[src/rtl/uart_rx_display.sv]
// 8N1 UART receiver with sequential binary-to-BCD conversion driving three active-low 7-segment digits.
// RxValid one cycle after the stop sample, display 9 cycles later; no backpressure, every good byte is reported.
module uart_rx_display #(
    parameter int CLKS_PER_BIT = 5208
) (
    input  logic        src_clk,
    input  logic        rst,
    input  logic        DataIn,
    output logic [7:0]  RxData,
    output logic        RxValid,
    output logic        FrameErr,
    output logic        Busy,
    output logic [20:0] Display_out
);

    localparam logic [15:0] BIT_LAST  = 16'(CLKS_PER_BIT - 1);
    localparam logic [15:0] HALF_LAST = 16'(CLKS_PER_BIT / 2 - 1);

    typedef enum logic [2:0] {
        ARM,
        IDLE,
        START,
        DATA,
        STOP
    } rx_state_t;

    rx_state_t   state;
    logic        rx_meta;
    logic        rx_s;
    logic [15:0] cnt;
    logic [2:0]  bit_idx;
    logic [7:0]  shreg;
    logic        stop_hit;

    logic        conv_busy;
    logic [3:0]  conv_cnt;
    logic [19:0] bcd;
    logic [19:0] bcd_adj;

    function automatic logic [6:0] seg7(input logic [3:0] d);
        case (d)
            4'd0:    seg7 = 7'b1000000;
            4'd1:    seg7 = 7'b1111001;
            4'd2:    seg7 = 7'b0100100;
            4'd3:    seg7 = 7'b0110000;
            4'd4:    seg7 = 7'b0011001;
            4'd5:    seg7 = 7'b0010010;
            4'd6:    seg7 = 7'b0000010;
            4'd7:    seg7 = 7'b1111000;
            4'd8:    seg7 = 7'b0000000;
            4'd9:    seg7 = 7'b0010000;
            default: seg7 = 7'b1111111;
        endcase
    endfunction

    // Synchronizer resets to the idle level so ARM never sees a phantom start.
    always_ff @(posedge src_clk) begin
        if (rst) begin
            rx_meta <= 1'b1;
            rx_s    <= 1'b1;
        end else begin
            rx_meta <= DataIn;
            rx_s    <= rx_meta;
        end
    end

    assign stop_hit = (state == STOP) && (cnt == BIT_LAST);

    always_ff @(posedge src_clk) begin
        if (rst) begin
            state    <= ARM;
            cnt      <= 16'd0;
            bit_idx  <= 3'd0;
            shreg    <= 8'd0;
            RxData   <= 8'd0;
            RxValid  <= 1'b0;
            FrameErr <= 1'b0;
        end else begin
            RxValid  <= 1'b0;
            FrameErr <= 1'b0;
            case (state)
                ARM: begin
                    // A full bit time of idle line guarantees we are not mid-frame.
                    if (!rx_s) begin
                        cnt <= 16'd0;
                    end else if (cnt == BIT_LAST) begin
                        cnt   <= 16'd0;
                        state <= IDLE;
                    end else begin
                        cnt <= cnt + 16'd1;
                    end
                end
                IDLE: begin
                    cnt <= 16'd0;
                    if (!rx_s) begin
                        bit_idx <= 3'd0;
                        state   <= START;
                    end
                end
                START: begin
                    if (cnt == HALF_LAST) begin
                        cnt   <= 16'd0;
                        state <= rx_s ? IDLE : DATA;
                    end else begin
                        cnt <= cnt + 16'd1;
                    end
                end
                DATA: begin
                    if (cnt == BIT_LAST) begin
                        cnt     <= 16'd0;
                        shreg   <= {rx_s, shreg[7:1]};
                        bit_idx <= bit_idx + 3'd1;
                        if (bit_idx == 3'd7) begin
                            state <= STOP;
                        end
                    end else begin
                        cnt <= cnt + 16'd1;
                    end
                end
                STOP: begin
                    if (cnt == BIT_LAST) begin
                        cnt <= 16'd0;
                        if (rx_s) begin
                            RxData  <= shreg;
                            RxValid <= 1'b1;
                            state   <= IDLE;
                        end else begin
                            FrameErr <= 1'b1;
                            state    <= ARM;
                        end
                    end else begin
                        cnt <= cnt + 16'd1;
                    end
                end
                default: state <= ARM;
            endcase
        end
    end

    // Double-dabble add-3 step on the hundreds, tens and units nibbles.
    always_comb begin
        bcd_adj = bcd;
        if (bcd[11:8] >= 4'd5) begin
            bcd_adj[11:8] = bcd[11:8] + 4'd3;
        end
        if (bcd[15:12] >= 4'd5) begin
            bcd_adj[15:12] = bcd[15:12] + 4'd3;
        end
        if (bcd[19:16] >= 4'd5) begin
            bcd_adj[19:16] = bcd[19:16] + 4'd3;
        end
    end

    // conv_cnt 0..7 shift, 8 drives the display, 9 retires the conversion.
    always_ff @(posedge src_clk) begin
        if (rst) begin
            conv_busy   <= 1'b0;
            conv_cnt    <= 4'd0;
            bcd         <= 20'd0;
            Display_out <= 21'h1FFFFF;
        end else if (stop_hit && rx_s) begin
            bcd       <= {12'd0, shreg};
            conv_cnt  <= 4'd0;
            conv_busy <= 1'b1;
        end else if (conv_busy) begin
            if (conv_cnt < 4'd8) begin
                bcd      <= bcd_adj << 1;
                conv_cnt <= conv_cnt + 4'd1;
            end else if (conv_cnt == 4'd8) begin
                Display_out <= {seg7(bcd[19:16]), seg7(bcd[15:12]), seg7(bcd[11:8])};
                conv_cnt    <= 4'd9;
            end else begin
                conv_busy <= 1'b0;
            end
        end
    end

    assign Busy = conv_busy || (state == START) || (state == DATA) || (state == STOP);

endmodule

[config.mk]
export PLATFORM = sky130hd
export DESIGN_NAME = uart_rx_display
export DESIGN_NICKNAME = d
export VERILOG_FILES = /design/src/rtl/uart_rx_display.sv
export SDC_FILE = /design/constraint.sdc
export NUM_CORES = 1
export LEC_CHECK = 0
export BUFFER_PORTS_ARGS = -buffer_cell sky130_fd_sc_hd__buf_2
export CORE_ASPECT_RATIO = 1.4
export CORE_MARGIN = 2
export CORE_UTILIZATION = 64
export CTS_CLUSTER_SIZE = 25
export DETAILED_ROUTE_END_ITERATION = 10
export HOLD_SLACK_MARGIN = 0.15
export PLACE_DENSITY_LB_ADDON = 0.15
export SLEW_MARGIN = 20
export SYNTH_ARGS = -nofsm -noshare
export SYNTH_HDL_FRONTEND = slang
export SYNTH_SLANG_ARGS = --single-unit
[constraint.sdc]
create_clock -name src_clk -period 5.05 [get_ports src_clk]
set_input_delay 0.505 -clock src_clk [delete_from_list [all_inputs] [get_ports src_clk]]
set_output_delay 0.505 -clock src_clk [all_outputs]
set_load 0.005 [all_outputs]
==> results of run 1 <==
-- cell usage in the layout (no fill, tap or decap), types with 18 or more instances in the layout --
cell type  Yosys  final
a211o_1       25     25
a21oi_1       40     40
buf_2          2     34
dfxtp_1       88     88
ha_1          21     21
inv_1         20     20
mux2i_1       18     18
nand2_1       46     46
nor2_1        54     54
nor3_1        28     28
o21ai_0       20     20
-- metrics by stage --
step           instances  setup WS [ps]
2_1_floorplan        507           2990
3_3_place_gp         603           1960
3_5_place_dp         603           1850
4_1_cts              619           1850
5_1_grt              619           1590
6_report             619           1860
-- logic make-up after synthesis --
| kind of cell | share of synthesized area (%) |
|---|---|
| buffers and inverters | 7.01 |
| XOR/XNOR | 4.73 |
| flip-flops | 39.6 |
| AND/OR/NAND/NOR | 21.9 |
| adder cells (fa/ha/maj) | 5.91 |
| AO/OA/AOI/OAI | 15.8 |
| multiplexers | 5.07 |
-- cell usage after synthesis, types with 2 or more instances --
cell type / count
dfxtp_1: 88
nor2_1: 54
nand2_1: 46
a21oi_1: 40
nor3_1: 28
a211o_1: 25
ha_1: 21
inv_1: 20
o21ai_0: 20
mux2i_1: 18
clkbuf_1: 15
xor2_1: 15
nand4_1: 13
xnor2_1: 9
nand2b_1: 7
nand3_1: 7
a211oi_1: 6
nor2b_1: 6
o22ai_1: 6
a31o_2: 4
buf_6: 4
mux2_2: 4
nor4bb_1: 4
and3_1: 3
buf_4: 3
nor4_1: 3
or2_2: 3
buf_1: 2
buf_12: 2
buf_2: 2
clkbuf_4: 2
nand4b_1: 2
nor4b_1: 2
-- routing by layer --
layer / up-vias / global-route usage [%] / share of wire [%]
met3: 7 / 5.08 / 2.6
met5: - / 0 / 0
met1: 1653 / 30.3 / 46
li1: 1817 / - / -
met4: 0 / 7.42 / 1.2
met2: 61 / 41.3 / 50
-- power groups by stage --
stage / Sequential [W] / Clock, W / Combinational, W
after floorplan: 0.000714 / 0 / 0.0000200
after global placement: 0.000715 / 0 / 0.0000206
after detailed placement: 0.000715 / 0 / 0.0000209
after CTS: 0.000699 / 0.000437 / 0.0000210
after global routing: 0.000699 / 0.000468 / 0.0000231
final: 0.000699 / 0.000424 / 0.0000206
-- worst max-delay path: cells and delay by family (launching register included) --
kind / cells / cell delay, ps
AND/OR/NAND/NOR: 5 / 2690
flip-flops: 1 / 360
-- sequential cells by signal (all words and copies together), names as in the netlist --
register	cells
Display_out	21
FrameErr	1
RxData	8
RxValid	1
bcd	20
bit_idx	3
cnt	16
conv_busy	1
conv_cnt	4
rx_meta	1
rx_s	1
shreg	8
state	3
-- final cells by class --
type / count / area, sq um / share of cell area, %
multi-input combinational: 365 / 2370 / 50.6
sequential: 88 / 1760 / 37.6
timing repair buffer: 38 / 200 / 4.27
clock buffer: 13 / 149 / 3.17
tap: 92 / 115 / 2.45
inverter: 20 / 75.1 / 1.60
clock inverter: 3 / 17.5 / 0.373
-- final timing paths --
kind            from      end  slack [ps]  cells past startpoint
max reg2reg   cnt[7]  bcd[11]        1860                      5
max           cnt[7]  bcd[11]        1860                      5
min           DataIn  rx_meta         330                      2
min reg2reg  rx_meta     rx_s         420                      1
==> summary by stage, run 1 <==
Cells and area
The number of fillers in the final layout is between 500 and 600. The final design instance area without fill is about 4700 sq um. For this run, the post-layout net count is about 550. The relative area change from synthesis to final layout is 5.52%. The share of layout cells above drive strength 1 is about an eighth. At the end of the flow the core is filled with cells to between 70 and 80%. The diode insertion count for antenna repair is 0.

Worst setup path
The critical path's largest stage delay is 830 ps. STA classifies the critical path startpoint as a flop. The cell with the largest stage delay on the worst path is nand2b_1. The critical path capture point type is a flop.

The path type of the worst setup path is flop to flop. The top fanout value on the critical path is 23. The data arrival time of the critical path is 3410 ps.

Data on the critical path is required at its endpoint by ~5300 ps. The signal on the critical path passes through or4_4 > nor4_4 > nand4_1 > nand2b_1 > nor3_1.

Floorplanning
The total area inside the core boundary comes to 6660 sq um. Row generation in the floorplan step produced 35 rows. From left edge to right edge, the die measures 74.4 microns. The area of the die is roughly 7600 sq um. The y dimension of the die is approximately 100 microns. Once the floorplan was initialized, standard cells occupied roughly two thirds of the core. The number of placed I/O pins is 35.

Worst hold path
The path class of the tightest hold or removal check is input pin to flop.

Power and ir drop
The share of total power in sequential cells is 61.1%. The combinational cell fraction of total power is roughly 1.8%. Per report_power, the clock group accounts for ~37% of the total.

Across the VDD grid, the largest voltage drop is roughly 150 uV. In this run switching power makes up ~22% of total power. The cell-internal power is 0.000893 W. The completed layout was analyzed and its total power is 0.00114 W. The total leakage power is roughly 1.7 nW. The cell area power density is between 200 and 250 nW/um^2. For this design the total switching power over the nets is 0.000251 W.

Clock network
Clock-pin slew was measured on the worst setup and hold paths at about 80 ps. Hold repair after CTS inserted 0 buffers. TritonCTS built the clock tree. The total number of H-tree levels is 3.

The latest clock arrival within the worst-skew pair is roughly 350 ps. The total setup buffers inserted after CTS is 0. The tree is rooted in a clkbuf_8. In this run, CTS created clock tree buffers numbering 9. The post-cts repair resize count is 0. The clock sink total is 88.

The clock passes through at most 2 buffers.

Timing
The worst slew margin relative to its limit is 39.5%. The clock period could shrink to ~3200 ps. In the finished design, the share of the clock period the worst path needs comes to 63.2%. The worst hold slack is 335 ps. Derived from the worst setup path, the maximum achievable clock frequency is roughly 310 MHz.

Setup violations remaining at the end of the flow were counted as 0. The slew of the pin with the lowest slew margin is between 900 and 1000 ps. The final number of hold-violating endpoints is 0. Summed over all failing endpoints, the final setup total negative slack is 0 ps. Setup repair after global routing left no endpoint under its margin.

Between clock sinks in the finished design, the worst skew comes to around 9.5 ps. The count of final max-slew check failures was 0.

Synthesis
The number of enable-type register cells in the synthesized netlist is 0. The number of nets in the synthesized netlist is around 530. The mapped netlist covers approximately 4400 sq um. The number of unique standard cell types used by synthesis is 56.

In the post-synthesis netlist, the biggest area contributors are dfxtp_1 (40%), ha_1 (5.9%), a211o_1 (4.9%). The yosys synthesis warning count is 0. The number of register bits inferred by synthesis is about 90. After synthesis, the share of flip-flops with an asynchronous set or reset is 0%. Synthesis produced about 500 cells. The largest total area in the synthesized netlist belongs to dfxtp_1. The area share of the largest cell type after synthesis is roughly two fifths. The average cell area after synthesis is 8.77 sq um. Sequential elements use between 30 and 40% of the synthesized area.

The dominant synthesized flop cell is dfxtp_1.

Placed design
At the end of routability-driven placement, the weighted congestion stood at 0.894. The post-detailed-placement half-perimeter wirelength is about 5800 microns. The placed cell area is 4520 sq um. During placement, the flow inserted port buffers numbering 34.

Drt
The detailed router placed roughly 3.5k vias in this run. The pre-antenna-repair detailed-routing pass consisted of 4 iterations. The via density per instance is 5.72. After detailed routing, the number of remaining DRC violations is 0. The first routing iteration left about 200 violations. The final layout contains routed wiring with a total length of about 8600 microns. The number of routed nets with antenna violations is 0. The average routed wire per standard cell is approximately 14 microns.

GRT
The largest net degree at the start of global routing is 59. The total overflow reported by the global router is 0. The number of antenna violations at the first check in global routing is 0. The first global-routing pass estimated 14500 microns of wire. In the global route stage, overall resource usage came out at around 24%.

The number of global-route vias before repair is 3222.

Outcome
The flow ran to the end, and the final reports show no timing, DRC or antenna violations.

Run
Max-cap violations in this run came to 0.
Power figures use the tool's default switching activity.
==> inputs of run 2 (changes only) <==
--- a/config.mk
+++ b/config.mk
@@ -5,10 +5,11 @@
 export SDC_FILE = /design/constraint.sdc
 export NUM_CORES = 1
 export LEC_CHECK = 0
+export ABC_AREA = 1
 export BUFFER_PORTS_ARGS = -buffer_cell sky130_fd_sc_hd__buf_2
 export CORE_ASPECT_RATIO = 1.4
 export CORE_MARGIN = 2
-export CORE_UTILIZATION = 64
+export CORE_UTILIZATION = 60
 export CTS_CLUSTER_SIZE = 25
 export DETAILED_ROUTE_END_ITERATION = 10
 export HOLD_SLACK_MARGIN = 0.15
==> constraint.sdc (replaced) <==
create_clock -name src_clk -period 3.3 [get_ports src_clk]
set_input_delay 0.33 -clock src_clk [delete_from_list [all_inputs] [get_ports src_clk]]
set_output_delay 0.33 -clock src_clk [all_outputs]
set_load 0.005 [all_outputs]
==> run 2 against run 1 <==
Compared with the run above:
- via count up 16%
- clock-buffer cell count is 3 lower
- flip-flop and latch count did not move
- sequential share of layout area down 1.5 points
- die area increased by 7.8%
- clock power rose by 68%
- design area rose by 4.2%
- non-clock buffer count grew 1
- register-to-register slack worse by 860 ps
- worst hold slack lost 97 ps
- area after synthesis is 1.4% higher
- critical path type unchanged
- highest routed layer unchanged
==> summary by stage, run 2 <==
Drt
The number of routed nets with antenna violations is 0. Summed over all layers, the routed wires come to a little over 9000 microns. The number of design-rule violations left by the first detailed-router iteration is 185.

The total number of vias is about 4k. The length of the first detailed-routing pass in iterations is 5. For this run, design rule violations remaining after detail routing come to 0.

Dividing the detail-routed via count by the number of cells gives between 5 and 6. In the final routed layout, each cell accounts on average for 12.0 microns.

Worst setup path
The data arrival time of the critical path is 2530 ps. Of all nets on the critical path, the largest fanout is 47. In this design, the largest share of critical-path delay is due to simple AND/OR/NAND/NOR gates. The startpoint identified for the worst register-to-register timing path is cnt[0]. By startpoint and endpoint, the worst setup path is classified as flop to flop. The count of cells along the worst register-to-register path is 10. Walking the worst path, the cells encountered are ha_1 > nand4_1 > nor2_1 > nand2_1 > inv_2 > nand3_2 > buf_4 > nand2_1 > nand2_1 > nand3_1. The type of element launching the critical path is a flop. The combined buffer and inverter count along the critical path is 2. Counting stages on the worst path, the most repeated cell is nand2_1. The setup slack of the most critical reg-to-reg path is 1000 ps.

In this design, the stage delay of the slowest critical-path cell is ~500 ps. The cell with the largest stage delay on the worst path is nand2_1. The worst setup path is captured at a flop. The reg-to-reg endpoint is Display_out[11]. The critical path data required time is between 3000 and 4000 ps.

Clock network
Post-CTS timing repair inserted 0 buffers for setup. The post-cts repair resize count is 0. The later pin in the worst-skew pair is clocked with a latency of approximately 380 ps. After clock tree synthesis, the clock-pin slew on the worst setup and hold paths is 100 ps. The cts-stage hold buffer count is 1.

The total clock buffers created by CTS is 9. TritonCTS built the clock tree. CTS saw approximately 90 sinks. The CTS root buffer is clkbuf_8. The total number of H-tree levels is 3. The worst-case clock buffer depth is 2.

Worst hold path
The startpoint of the tightest hold check path is rst. The path class of the tightest hold or removal check is input pin to flop. The hold-critical path depth is 2. The hold path endpoint is conv_busy.

Synthesis
The share of the yosys chip area belonging to registers is 39.1%. The number of register bits inferred by synthesis is between 80 and 90. The commonest cells after synthesis are nand2_1 (144), dfxtp_1 (88), nand3_1 (75).

The async set or reset register ratio after synthesis is 0%. The area share of the largest cell type after synthesis is around 39%. The dominant synthesized flop cell is dfxtp_1. Yosys mapped a number of flops with a built-in enable equal to 0. nand2_1 is the most common cell in the netlist.

In the post-synthesis netlist, the biggest area contributors are dfxtp_1 (39%), nand2_1 (12%), nand3_1 (8.3%). Each instance of the synthesized netlist takes up on average about 7.0 sq um. The yosys synthesis warning count is 0. In this run the cell area of the synthesized design comes to about 4500 sq um. The post-synth net total is ~660. The number of unique standard cell types used by synthesis is 33. dfxtp_1 takes more of the synthesized area than any other cell. Synthesis produced a netlist whose cell count is 640.

Floorplanning
The die is around 110 microns tall. The initialized floorplan defines 37 standard-cell rows. 35 I/O pins were placed. The floorplan step defined a die boundary enclosing between 8000 and 9000 sq um. The region available for standard cell placement spans between 7000 and 8000 sq um. The horizontal die dimension is approximately 77 microns. The initial utilization of the core area, before any placement, comes to between 60% and 70%.

Placed design
After detailed placement, the design holds a cell count of roughly 750. The placed cell area is approximately 4700 sq um. Port buffering added 34 buffers. The HPWL after detailed placement is approximately 6700 microns. At the end of routability-driven placement, the weighted congestion stood at between 0.9 and 1.

Timing
The final number of hold-violating endpoints is 0. Setup repair after global routing left no endpoint under its margin. The sum of negative setup slack is 0 ps.

The slew of the pin with the lowest slew margin is approximately 620 ps. The total setup violations reported at the end of the flow is 0. For this run, the top clock speed supported by timing is approximately 430 MHz.

Between clock sinks in the finished design, the worst skew comes to between 10 and 15 ps. On the final layout, the worst hold slack is about 240 ps. The share of the cycle needed by the critical path after routing is between 60% and 70%.

After layout, the minimum clock period comes to roughly 2300 ps. The worst slew margin relative to its limit is between 50% and 60%. The count of final max-slew check failures is 0.

Cells and area
The largest registers in the layout are Display_out (21), bcd (20), cnt (16). The final design instance area without fill is between 4000 and 5000 sq um. Leaving out fill and tap cells, the most frequent cell in the layout is nand2_1.

Once layout is complete, the cells apart from fillers number roughly 770. Relative to the synthesized area, the layout overhead comes to 8.35%. The top cell types in the final layout, fill and taps aside, are nand2_1 (144), dfxtp_1 (88), nand3_1 (75). Of the cells placed in the final design, the portion with a size suffix greater than 1 is between 10% and 20%. 0 antenna diodes ended up in the layout.

At the end of the flow, the number of nets in the layout was 690. The register with the most flip-flops in the layout has 21 of them. The register with the highest flop count is Display_out.

GRT
Summed over all layers, the global routing overflow is 0. The largest net degree at the start of global routing is 48. The first global-routing pass estimated roughly 16000 microns of wire.

The number of antenna violations at the first check in global routing was 0. The number of global-route vias before repair is between 3k and 4k. Global routing used approximately a quarter of the available tracks across all layers.

Power and ir drop
Summed over all cells, the static leakage comes to 2.18 nW. The design draws ~0.0019 W. The largest vdd supply drop is approximately 380 uV. The cell area power density is slightly below 400 nW/um^2.

Run
The tool flagged a number of max-cap violations equal to 0.

Outcome
The run finished with clean final reports.
-- run 2: cell types whose count changed in the layout (fill, tap and decap cells not counted), moves of 18 or more --
cell,previous run,this run
a211o_1,25,0
inv_1,20,65
mux2i_1,18,0
nand2_1,46,144
nand3_1,7,75
nand4_1,13,31
nor2_1,54,74
nor3_1,28,6
o21ai_0,20,44
-- run 2: stage by stage --
step	util [%]	worst slack, ps
after floorplan	-	1770
after CTS	66.8	997
after global routing	66.8	726
final	66.8	1000
after detailed placement	64.1	1010
after global placement	64.1	1090
-- run 2: how the worst max path moves through the flow --
stage	depth (start not counted)	endpoint	slack (ps)	startpoint
6_report	10	Display_out[11]	1000	cnt[0]
5_1_grt	10	Display_out[12]	730	cnt[0]
4_1_cts	10	Display_out[11]	1000	cnt[0]
3_5_place_dp	10	Display_out[2]	1010	cnt[0]
3_3_place_gp	10	Display_out[18]	1090	cnt[0]
2_1_floorplan	10	Display_out[0]	1770	cnt[0]
-- run 2: kinds of logic (layout without fill, tap and decap cells) --
family / Yosys count / in the layout / share of synthesized area, %
flops: 88 / 88 / 39.1
simple gates: 348 / 348 / 34.4
buf+inv: 94 / 125 / 9.10
compound gates: 78 / 78 / 9.46
fa+ha+maj: 21 / 21 / 5.83
xor+xnor: 11 / 11 / 2.14
-- run 2: worst register-to-register path, stage by stage (launching register included) --
cell,delay [ps]
dfxtp_1,340
ha_1,250
nand4_1,100
nor2_1,60
nand2_1,110
inv_2,50
nand3_2,50
buf_4,410
nand2_1,520
nand2_1,180
nand3_1,90
-- run 2: routing by layer --
layer,wire (microns),part of all wire (%),vias to the layer above,GRT usage [%]
met5,0,0,-,0
met4,164,1.8,0,14.7
met3,377,4.1,16,3.03
met2,4870,53,91,43.9
met1,3800,41,1855,24.9
li1,-,-,2159,-
-- run 2: area by class of cell --
type / count / area, sq um
clock buffers: 10 / 138
clock inverters: 6 / 50.0
fillers: 683 / 2430
inverters: 70 / 263
multi-input cells: 458 / 2340
flip-flops and latches: 88 / 1760
well taps: 97 / 121
repair buffers: 39 / 210
-- run 2: power breakdown --
group	switching (W)	leakage, nW	total (W)	internal [W]
Clock	0.000408	0.0952	0.000713	0.000304
Sequential	0.0000132	0.711	0.00108	0.00107
Combinational	0.0000671	1.38	0.0000978	0.0000307
Total	0.000489	2.18	0.00189	0.00141
==> inputs of run 3 (changes only) <==
--- a/config.mk
+++ b/config.mk
@@ -5,7 +5,7 @@
 export SDC_FILE = /design/constraint.sdc
 export NUM_CORES = 1
 export LEC_CHECK = 0
-export ABC_AREA = 1
+export ABC_AREA = 0
 export BUFFER_PORTS_ARGS = -buffer_cell sky130_fd_sc_hd__buf_2
 export CORE_ASPECT_RATIO = 1.4
 export CORE_MARGIN = 2
==> constraint.sdc (replaced) <==
create_clock -name src_clk -period 2.4 [get_ports src_clk]
set_input_delay 0.24 -clock src_clk [delete_from_list [all_inputs] [get_ports src_clk]]
set_output_delay 0.24 -clock src_clk [all_outputs]
set_load 0.005 [all_outputs]
==> run 3 against run 2 <==
Compared with the run above:
- die area shrank 1.4%
- clock power up 73%
- first-iteration DRC count grew 7.6%
- clock skew decreased by 1.4 ps
- register-to-register slack worse by 870 ps
- design area decreased by 1.3%
==> summary by stage, run 3 (synthesis results as in run 1) <==
Power and ir drop
The largest vdd supply drop is approximately 540 uV. Power spread over the standard cell area amounts to 569 nW/um^2. For this design the static power due to leakage is between 1.5 and 2 nW.

GRT
The number of global-route vias before repair is 3412. The number of antenna violations at the first check in global routing was 0. After global routing the overflow that remains totals 0. The largest net degree at the start of global routing is 35. For this run, global-route usage on met1 was measured as between 20% and 30%.

The met2 track demand over resource is between 40 and 50%. The global-route wire length before repair is about 15000 microns. Global routing consumed, over all layers together, a little under a quarter of the routing resources. The met3 global-route usage is 5.39%. In this run the most used layer during global routing was met2.

Cells and area
The post-layout instance count excluding filler cells is 630. The share of layout cells above drive strength 1 is roughly 15%. From synthesis to final layout, the design area changed by 8.50%. The top cell types in the final layout, fill and taps aside, are dfxtp_1 (88), nor2_1 (54), nand2_1 (46). Ranked by flip-flop count, first place goes to Display_out. The repair_antennas step left the layout with diodes totalling 0.

The commonest non-fill, non-tap cell in the layout is dfxtp_1. The number of flip-flops under the largest register name is 21. The largest registers in the layout are Display_out (21), bcd (20), cnt (16). The share of the core filled with cells is between 60% and 70%.

For this run, the post-layout net count is ~550.

Floorplanning
In this run the vertical extent of the chip is 106 microns. The area of the placeable core is ~7300 sq um. The initial utilization of the core area, before any placement, comes to about three fifths. The area of the die is approximately 8100 sq um. The number of placed I/O pins is 35. The die is roughly 77 microns wide. The count of standard-cell rows is 37.

Worst setup path
In this run the critical register-to-register path is launched from cnt[7]. The reg-to-reg endpoint is Display_out[20]. The data arrival time of the critical path is 2530 ps.

The critical path capture point type is a flop. The worst register-to-register path has a depth of 5. The last element of the critical path is Display_out[20]. The critical path launch point is cnt[7]. For flop-to-flop paths, the worst setup slack is about 130 ps. The type of element launching the critical path is a flop. The top fanout value on the critical path is 22. At the worst endpoint, the required time is 2660 ps. The path type of the worst setup path is flop to flop.

Timing
For the pin with the worst max-slew slack, the measured transition is 677 ps. Timing would allow up to 440 MHz. The count of final max-slew check failures came to 0.

Of the available clock period, the critical path in the final layout requires approximately 95%. The clock period could shrink to 2270 ps. The final number of hold-violating endpoints came to 0. Clock skew on the completed layout was measured at about 11 ps. After routing, the total negative slack on setup checks comes to 0 ps. The worst path meets setup with around 130 ps of slack. The worst slew margin relative to its limit is a little over half. Setup repair after global routing left no endpoint under its margin. Setup violations remaining at the end of the flow were counted as 0.

Placed design
The placement-stage worst setup slack is roughly 130 ps. The last weighted congestion value of the routability-driven placer is around 0.88. The post-detailed-placement half-perimeter wirelength is between 6000 and 7000 microns. The number of port buffers is 34. The number of placed instances, taps included, is around 610.

Clock network
Clock-pin slew was measured on the worst setup and hold paths at roughly 90 ps. The clock passes through at most 2 buffers. TritonCTS created 9 clock buffers. Clock tree synthesis found a total of slightly below 90 sinks. The latest clock arrival within the worst-skew pair is roughly 370 ps.

Clock tree synthesis selected as its root buffer the cell clkbuf_8. The clock tree synthesis step divided the H-tree into 3 levels. The TritonCTS clock tree is done.

Drt
The count of nets left with antenna violations once routing finished came out at 0. The residual DRC count is 0. For this block, the routed nets add up to between 8000 and 9000 microns of wire.

The average routed wire per standard cell is between 10 and 15 microns. After detailed routing, the number of vias per cell comes to about 5.7. The total number of vias is approximately 3.6k. The first TritonRoute pass finished after 4 iterations. The number of design-rule violations left by the first detailed-router iteration is between 150 and 200.

Run
The tool flagged a number of max-cap violations equal to 0.

Outcome
The run finished with clean final reports.

Worst hold path
The class of the tightest hold or removal check is input pin to flop.
-- run 3: cell types whose count changed in the layout (fill, tap and decap cells not counted), sizes merged, moves of 7 or more --
cell	change
nor2	-24
nor3	+20
nand4	-18
nand2b	+7
inv	-52
a211o	+25
mux2i	+18
nand2	-101
nand3	-69
o21ai	-23
xnor2	+8
a21oi	+16
-- run 3: repair_timing --
item                                    in CTS  in global routing
endpoints found under the setup margin       0                 21
hold buffers                                 1                  0
buffers inserted                             0                  0
endpoints found under the hold margin        1                  0
gates resized for setup                      0                  1
-- run 3: area by class of cell --
type | count | area (sq um)
timing repair buffer | 44 | 248
clock buffer | 9 | 124
fill | 645 | 2440
multi-input combinational | 365 | 2370
inverter | 20 | 75.1
tap | 97 | 121
sequential | 88 | 1760
clock inverter | 7 | 119
-- run 3: worst max-delay path, stage by stage, from the launching register on --
cell and delay [ps]:
dfxtp_1 360, or4_4 550, nor4_4 390, and4_4 470, nor3_1 110, a211o_1 290
-- run 3: worst min path at each step --
stage             from          to  slack, ps  cells after the start
5_1_grt            rst  bit_idx[0]        330                      2
3_3_place_gp   rx_meta        rx_s        400                      1
4_1_cts            rst  bit_idx[0]        300                      2
3_5_place_dp   rx_meta        rx_s        400                      1
2_1_floorplan   DataIn     rx_meta        340                      1
6_report           rst  bit_idx[0]        300                      2
-- run 3: power by group --
part | switching (W) | internal [W] | total (W)
Clock | 0.000535 | 0.000692 | 0.00123
Combinational | 0.0000318 | 0.0000148 | 0.0000466
Sequential | 0.00000637 | 0.00146 | 0.00147
Total | 0.000573 | 0.00217 | 0.00274
-- run 3: routing by layer --
metal  wire, microns  up-vias
met5               0        -
met4             107        0
met3             243        8
met2            4750       73
met1            3870     1706
li1                -     1829
-- run 3: through the flow --
step	total power [W]	hold WS, ps	cell area [sq um]
after floorplan	0.00154	344	4450
after global placement	0.00155	397	4570
after detailed placement	0.00155	396	4570
after CTS	0.00277	296	4820
after global routing	0.00283	330	4820
final	0.00274	305	4820
